**src/rtl/matriz_loader.sv**
```systemverilog
// matriz_loader: serial-to-packed matrix writer feeding ula_determinante.
// Signed ELEM_W-bit elements arrive one per handshake in row-major order and
// are shifted into the packed matriz bus. The first element therefore ends up
// at the MSB of the used region, and the unused upper bits stay zero. The
// completed frame is held stable with matriz_valid until matriz_ack.
//
// Optional build macro: MATRIZ_TIMEOUT_EN. When it is defined, a LOAD that
// goes TIMEOUT_CYCLES cycles without a transfer is dropped back to IDLE.
//
// Ports:
//   clk, rst          rising-edge clock, synchronous active-high reset
//   load_start        start a new frame (IDLE) or restart one (LOAD); samples tamanho_in
//   tamanho_in        size code 00=2x2 01=3x3 10=4x4 11=5x5
//   elem_in/valid     element stream, transfer on elem_valid & elem_ready
//   elem_ready        high in LOAD
//   matriz            packed frame, ELEM_W*MAX_DIM*MAX_DIM bits
//   tamanho_matriz    size code latched for the current frame
//   matriz_valid      high in HOLD
//   matriz_ack        consumer accepted the frame
//   busy              high in LOAD or HOLD
//   elem_count        elements accepted in the current frame
//   timeout_flag      one-cycle pulse on load timeout (0 without the macro)
//
// state | meaning
// IDLE  | no frame in progress; matriz keeps the last frame
// LOAD  | accepting elements until N have been transferred
// HOLD  | frame complete, presented until matriz_ack
module matriz_loader #(
    parameter int ELEM_W         = 8,
    parameter int MAX_DIM        = 5,
    parameter int TIMEOUT_CYCLES = 255
) (
    input  logic                              clk,
    input  logic                              rst,
    input  logic                              load_start,
    input  logic [1:0]                        tamanho_in,
    input  logic [ELEM_W-1:0]                 elem_in,
    input  logic                              elem_valid,
    output logic                              elem_ready,
    output logic [ELEM_W*MAX_DIM*MAX_DIM-1:0] matriz,
    output logic [1:0]                        tamanho_matriz,
    output logic                              matriz_valid,
    input  logic                              matriz_ack,
    output logic                              busy,
    output logic [4:0]                        elem_count,
    output logic                              timeout_flag
);

    localparam int MW = ELEM_W * MAX_DIM * MAX_DIM;

    if (TIMEOUT_CYCLES < 1) begin : g_cfg_check
        $error("matriz_loader: TIMEOUT_CYCLES must be at least 1");
    end

    typedef enum logic [1:0] {
        IDLE = 2'd0,
        LOAD = 2'd1,
        HOLD = 2'd2
    } state_t;

    state_t state, state_next;
    logic   clear_frame;
    logic   transfer;
    logic [4:0] last_idx;

    // Index of the final element (N-1) for the latched size code.
    always_comb begin
        last_idx = 5'd3;
        case (tamanho_matriz)
            2'b00: last_idx = 5'd3;
            2'b01: last_idx = 5'd8;
            2'b10: last_idx = 5'd15;
            2'b11: last_idx = 5'd24;
            default: last_idx = 5'd3;
        endcase
    end

`ifdef MATRIZ_TIMEOUT_EN
    localparam int TW = (TIMEOUT_CYCLES > 1) ? $clog2(TIMEOUT_CYCLES) : 1;
    localparam logic [TW-1:0] TMO_RELOAD = TW'(TIMEOUT_CYCLES - 1);
    logic [TW-1:0] tmo_cnt;
    logic          tmo_hit;
`endif

    always_comb begin
        state_next  = state;
        clear_frame = 1'b0;
        transfer    = 1'b0;
`ifdef MATRIZ_TIMEOUT_EN
        tmo_hit     = 1'b0;
`endif
        case (state)
            IDLE: begin
                if (load_start) begin
                    clear_frame = 1'b1;
                    state_next  = LOAD;
                end
            end
            LOAD: begin
                // A restart takes priority; the element offered in that cycle is dropped.
                if (load_start) begin
                    clear_frame = 1'b1;
                end else if (elem_valid) begin
                    transfer = 1'b1;
                    if (elem_count == last_idx) state_next = HOLD;
                end
`ifdef MATRIZ_TIMEOUT_EN
                else if (tmo_cnt == '0) begin
                    tmo_hit    = 1'b1;
                    state_next = IDLE;
                end
`endif
            end
            HOLD: begin
                if (matriz_ack) state_next = IDLE;
            end
            default: state_next = IDLE;
        endcase
    end

    always_ff @(posedge clk) begin
        if (rst) begin
            state          <= IDLE;
            matriz         <= '0;
            tamanho_matriz <= 2'b00;
            elem_count     <= 5'd0;
        end else begin
            state <= state_next;
            if (clear_frame) begin
                matriz         <= '0;
                tamanho_matriz <= tamanho_in;
                elem_count     <= 5'd0;
            end else if (transfer) begin
                matriz     <= {matriz[MW-ELEM_W-1:0], elem_in};
                elem_count <= elem_count + 5'd1;
            end
`ifdef MATRIZ_TIMEOUT_EN
            else if (tmo_hit) begin
                matriz     <= '0;
                elem_count <= 5'd0;
            end
`endif
        end
    end

`ifdef MATRIZ_TIMEOUT_EN
    // Down-counter of remaining idle cycles; reloaded on LOAD entry/restart and on every transfer.
    always_ff @(posedge clk) begin
        if (rst) begin
            tmo_cnt      <= TMO_RELOAD;
            timeout_flag <= 1'b0;
        end else begin
            timeout_flag <= tmo_hit;
            if (clear_frame || transfer) begin
                tmo_cnt <= TMO_RELOAD;
            end else if (state == LOAD && tmo_cnt != '0) begin
                tmo_cnt <= tmo_cnt - 1'b1;
            end
        end
    end
`else
    assign timeout_flag = 1'b0;
`endif

    assign elem_ready   = (state == LOAD);
    assign matriz_valid = (state == HOLD);
    assign busy         = (state != IDLE);

endmodule

```
**config.mk**
```make
export PLATFORM = sky130hd
export DESIGN_NAME = matriz_loader
export DESIGN_NICKNAME = d
export VERILOG_FILES = /design/src/rtl/matriz_loader.sv
export SDC_FILE = /design/constraint.sdc
export NUM_CORES = 1
export LEC_CHECK = 0
export CORE_MARGIN = 2
export CORE_UTILIZATION = 45
export DETAILED_ROUTE_END_ITERATION = 16
export HOLD_SLACK_MARGIN = 0.12
export PLACE_DENSITY = 0.79
export SLEW_MARGIN = 20
export SYNTH_ARGS = -nofsm -noshare
export SYNTH_HDL_FRONTEND = slang
export SYNTH_SLANG_ARGS = --single-unit
```
**constraint.sdc**
```tcl
create_clock -name clk -period 2.1 [get_ports clk]
set_clock_uncertainty 0.05 [all_clocks]
set_input_delay 0.63 -clock clk [delete_from_list [all_inputs] [get_ports clk]]
set_output_delay 0.63 -clock clk [all_outputs]
set_load 0.01 [all_outputs]
```
Word-level counts from Yosys, hierarchy flattened
Index checks and enable logic that the tools add are counted.
{ "totals": {"regBits": 209, "inputBits": 15, "out_inout_bits": 211} }
{ "classes": {"n_addsub": 1, "n_eq_ne": 11, "muxes": 12, "reduce_logical": 6} }
{ "ops": {"columns": ["cell", "count"], "rows": [
  ["$pmux 5 s4", 1],
  ["$mux 2", 5],
  ["$eq 2x2->1 const B", 3],
  ["$ne 2x2->1 const B", 3],
  ["$pmux 2 s3", 1],
  ["$add 5x1->5 const B", 1],
  ["$eq 5x5->1", 1],
  ["$mux 1", 5],
  ["$reduce_and 5->1", 1],
  ["$eq 2x1->1 const B", 2],
  ["$logic_not 2->1", 2],
  ["$ne 2x1->1 const B", 2],
  ["$reduce_or 2->1", 2],
  ["$reduce_bool 2->1", 1]
]} }

Longest topological paths before layout
{ "logic_depth": {"ltp_word": 7, "mapped_depth": 6, "depth_no_buf": 4} }

Least setup slack after synthesis
No wires, ideal clock.
{ "synth_timing": {"kind": "input -> register", "startpoint": "in load_start", "endpoint": "reg matriz[102]", "setup_time_ns": 0.120, "t_arrival_ns": 1.509, "required_ns": 1.930, "path_slack_ns": 0.421, "stages": 6, "path_buffers": 3, "path_cell_list": "nor2b_1 -> or2_1 -> buf_2 -> buf_2 -> buf_2 -> a21oi_1"} }
{ "synth_via": {"elab_chain_len": 3} }
{ "synth_rtl": {"columns": ["item", "line", "rtl"], "rows": [
  ["start: declaration", "35", "input logic load_start,"],
  ["$mux 1", "94, 101", null],
  ["$mux 1", null, null],
  ["$reduce_or 2->1 (no source line)", null, null],
  ["end signal: assignment", "134", "matriz <= {matriz[MW-ELEM_W-1:0], elem_in};"],
  ["end: declaration", "40", "output logic [ELEM_W*MAX_DIM*MAX_DIM-1:0] matriz,"]
]} }
Several ways; a longest one is shown, not always the timed one.
A chain may end at the register's enable or synchronous reset.

Final worst setup path
{ "layout_timing": {"startpoint": "reg matriz[125]", "endpoint": "out matriz[125]"} }
No word-level cell between the ends.

==> summary by stage <==
Route
The number of vias in the routed layout is 6926. The routed wire length per instance is 15.0 um. In this run the remaining antenna-violating nets after routing total 0. After detailed routing, the number of remaining DRC violations is 0.

After the first detailed-routing iteration, the DRC count stood at 426. The total wire length after detailed routing is 20600 um. The average via count per standard cell is a little over 5. The first TritonRoute pass finished after 6 iterations.

Global route
Global routing finished with a remaining overflow of 0. The largest net degree at the start of global routing is 44. The number of antenna violations at the first check in global routing is 0. The first-pass GRT wire length is 32100 um. The number of global-route vias before repair is 6331. The combined global-route utilization of all metal layers is 22.3%.

Floorplan
For this design the top-level I/O count stands at 226. The initial utilization of the core area, before any placement, comes to 45.9%. The floorplan has 46 rows. The placeable core region is between 0.015 and 0.02 mm^2.

The floorplan step defined a die boundary enclosing 0.0172 mm^2. The vertical die dimension is 131 um. The width of the die is between 100 and 150 um.

Clock tree
The maximum number of buffers from clock root to sink is 3. The TritonCTS buffer count is 22. The CTS tree is yes. The clock reaches the later pin of the worst-skew pair after 0.49 ns. The H-tree depth is 1. The cell chosen for the clock root is clkbuf_16. Once the clock tree was built, the setup fixing pass inserted 0 buffers. The number of hold-repair buffers added at the cts stage is 0. The number of sinks driven by the clock tree is approximately 210. The clock slew at the register clock pins of the worst setup and hold paths is ~0.06 ns. Once the clock tree was built, the resizer swapped 134 gates to a different size.

Timing
The number of max-slew violations in the final report is 0. The clock period minus worst slack is 2.07 ns. Across all hold checks on the routed design, the worst slack comes to 0.409 ns. Setup violations remaining at the end of the flow were counted as 0. The part of the cycle the worst path needs is 98.7%.

The number of hold violations in the final report is 0. The maximum clock frequency is between 400 and 500 MHz.

Critical path
Together, buffers and inverters on the worst path number 1. The worst register-to-register path ends at state[0]. The signal on the critical path passes through clkdlybuf4s50_1.

The required time of the critical path is 1.42 ns. The peak fanout along the critical path is 3. The sort of element at the start of the critical path is a flop. In this run the critical register-to-register path is launched from elem_count[2]. The reg-to-reg setup timing slack is ~0.40 ns. The data arrival time of the worst path is 1.39 ns. Counting cells, the worst reg-to-reg path comes to 4. The classification of the worst setup path is flop to output port. The kind of cell adding the most delay to the critical path is buffers and inverters. The highest cell delay on the worst timing path is 0.55 ns. The element type at the critical path end is an output port.

For this design, the slowest cell found on the critical path is clkdlybuf4s50_1.

Cells and area
The count of inserted antenna diode cells is 0. The net count of the finished layout is 1162. The fraction of the core area covered by cells at the end of the flow is 68.0%.

The area growth from synthesis to layout is 48.1%. Cells with a size suffix above 1 make up 7.67% of the layout.

Logic synthesis
The sequential area share after synthesis is 57.6%. The dominant synthesized flop cell is dfxtp_1. The synthesized design contains 0 enable-type register cells.

For this run, the number of Yosys warnings is 0. When the netlist entered floorplanning its net count stood at 936. In the synthesized netlist the async set-or-reset flop fraction comes to 0%. The commonest cells after synthesis are nand2_1 (405), dfxtp_1 (209), a21oi_1 (201). The most frequent cell after synthesis is nand2_1. Each instance of the synthesized netlist takes up on average 7.90 um^2. Counting distinct cell types in the post-synthesis netlist gives 28.

The mapped netlist covers 0.00727 mm^2. After synthesis, the largest area contributor takes up between 50% and 60% of total cell area. The post-synthesis register bit count is 209. Summed over all instances, the cell type with the most area after synthesis is dfxtp_1. The number of cells produced by synthesis is 920.

By area the synthesized netlist is led by dfxtp_1 (58%), nand2_1 (21%), a21oi_1 (14%).

Hold path
Counting instances, the worst hold path has a depth of 2. The worst hold path terminates at matriz[192]. The min-delay analysis places its worst path in the category flop to flop.

The worst min-delay path startpoint is matriz[192].

Placement
The sum of net half-perimeters after detailed placement is about 14000 um. The count of input and output buffers is 224. The congestion estimate from routability-driven global placement came to 0.811.

Run
The max capacitance violation total is 0.

Pwr
Dividing total power by cell area gives a power density of 748 mW/mm^2. The static power due to leakage is between 5 and 6 nW. IR analysis of the VDD net gives a maximum drop of 547 uV.

Run status
The flow ran to the end, and the final reports show no timing, DRC or antenna violations.
==> report_power, final <==
group / leakage [nW] / switching, W / internal [W]
clock network: 0.348 / 0.00150 / 0.00228
registers: 1.68 / 0.00000704 / 0.00397
logic: 3.24 / 0.000177 / 0.000115
total: 5.27 / 0.00169 / 0.00636
==> logic make-up (layout without fill, tap and decap cells) <==
| logic type | count (synthesis) | in the layout | synth area share (%) |
|---|---|---|---|
| buffers and inverters | 70 | 310 | 4.35 |
| AO/OA/AOI/OAI | 205 | 205 | 14.4 |
| adder cells (fa/ha/maj) | 1 | 1 | 0.172 |
| other | 1 | 1 | 0.0516 |
| flip-flops | 209 | 209 | 57.6 |
| multiplexers | 2 | 2 | 0.275 |
| XOR/XNOR | 5 | 5 | 0.603 |
| AND/OR/NAND/NOR | 427 | 427 | 22.6 |
==> cell type report <==
cell class / count / area [um^2]
flip-flops and latches: 209 / 4190
clock inverters: 9 / 97.6
well taps: 216 / 270
repair buffers: 271 / 2800
fillers: 1328 / 5060
inverters: 1 / 3.75
multi-input cells: 641 / 2790
clock buffers: 29 / 608
==> stage by stage <==
stage | setup slack (ns) | cell area (um^2) | TNS [ns] | cells | total power, W
after CTS | 0.000158 | 10600 | 0 | 1376 | 0.00811
after global routing | -0.00341 | 10800 | -0.00341 | 1376 | 0.00829
final | 0.0264 | 10800 | 0 | 1376 | 0.00805
after detailed placement | -0.160 | 10000 | -19.68 | 1338 | 0.00436
after floorplan | 0.421 | 7270 | 0 | 920 | 0.00421
after global placement | -0.0923 | 10000 | -12.97 | 1338 | 0.00436
==> routing by layer <==
| metal | up-vias | wire, um | global-route usage (%) |
|---|---|---|---|
| li1 | 3416 | - | - |
| met1 | 3241 | 8410 | 27.5 |
| met2 | 225 | 10000 | 37.9 |
| met3 | 44 | 1650 | 6.29 |
| met4 | 0 | 559 | 7.25 |
| met5 | - | 0 | 0 |
==> state kept, by name, summed over array words and instances (netlist names) <==
register,count
tamanho_matriz,2
state,2
elem_count,5
matriz,200
==> how the worst max path moves through the flow <==
stage / endpoint / cells past startpoint / startpoint / slack [ns]
floorplan: matriz[102] / 6 / load_start / 0.42
global placement: matriz[148] / 6 / elem_valid / -0.09
detailed placement: matriz[180] / 6 / elem_valid / -0.16
CTS: matriz[42] / 1 / matriz[42] / 0.0002
global route: matriz[5] / 1 / matriz[5] / -0.003
finish: matriz[125] / 1 / matriz[125] / 0.03
==> placed cells by master (no fill, tap or decap), types with 2 or more instances in the layout <==
cell	count
clkbuf_16	23
dfxtp_2	2
clkinv_2	6
xor2_1	3
nor2b_1	3
buf_4	31
clkdlybuf4s50_1	34
xnor2_1	2
clkbuf_1	5
dlymetal6s2s_1	65
dfxtp_1	206
bufinv_16	2
mux2i_1	2
nand4_1	2
buf_12	16
a21oi_1	201
nand3_1	2
nand2_1	405
dlygate4sd2_1	123
nor2_1	7
No activity file was read; power rests on OpenSTA's default activity.
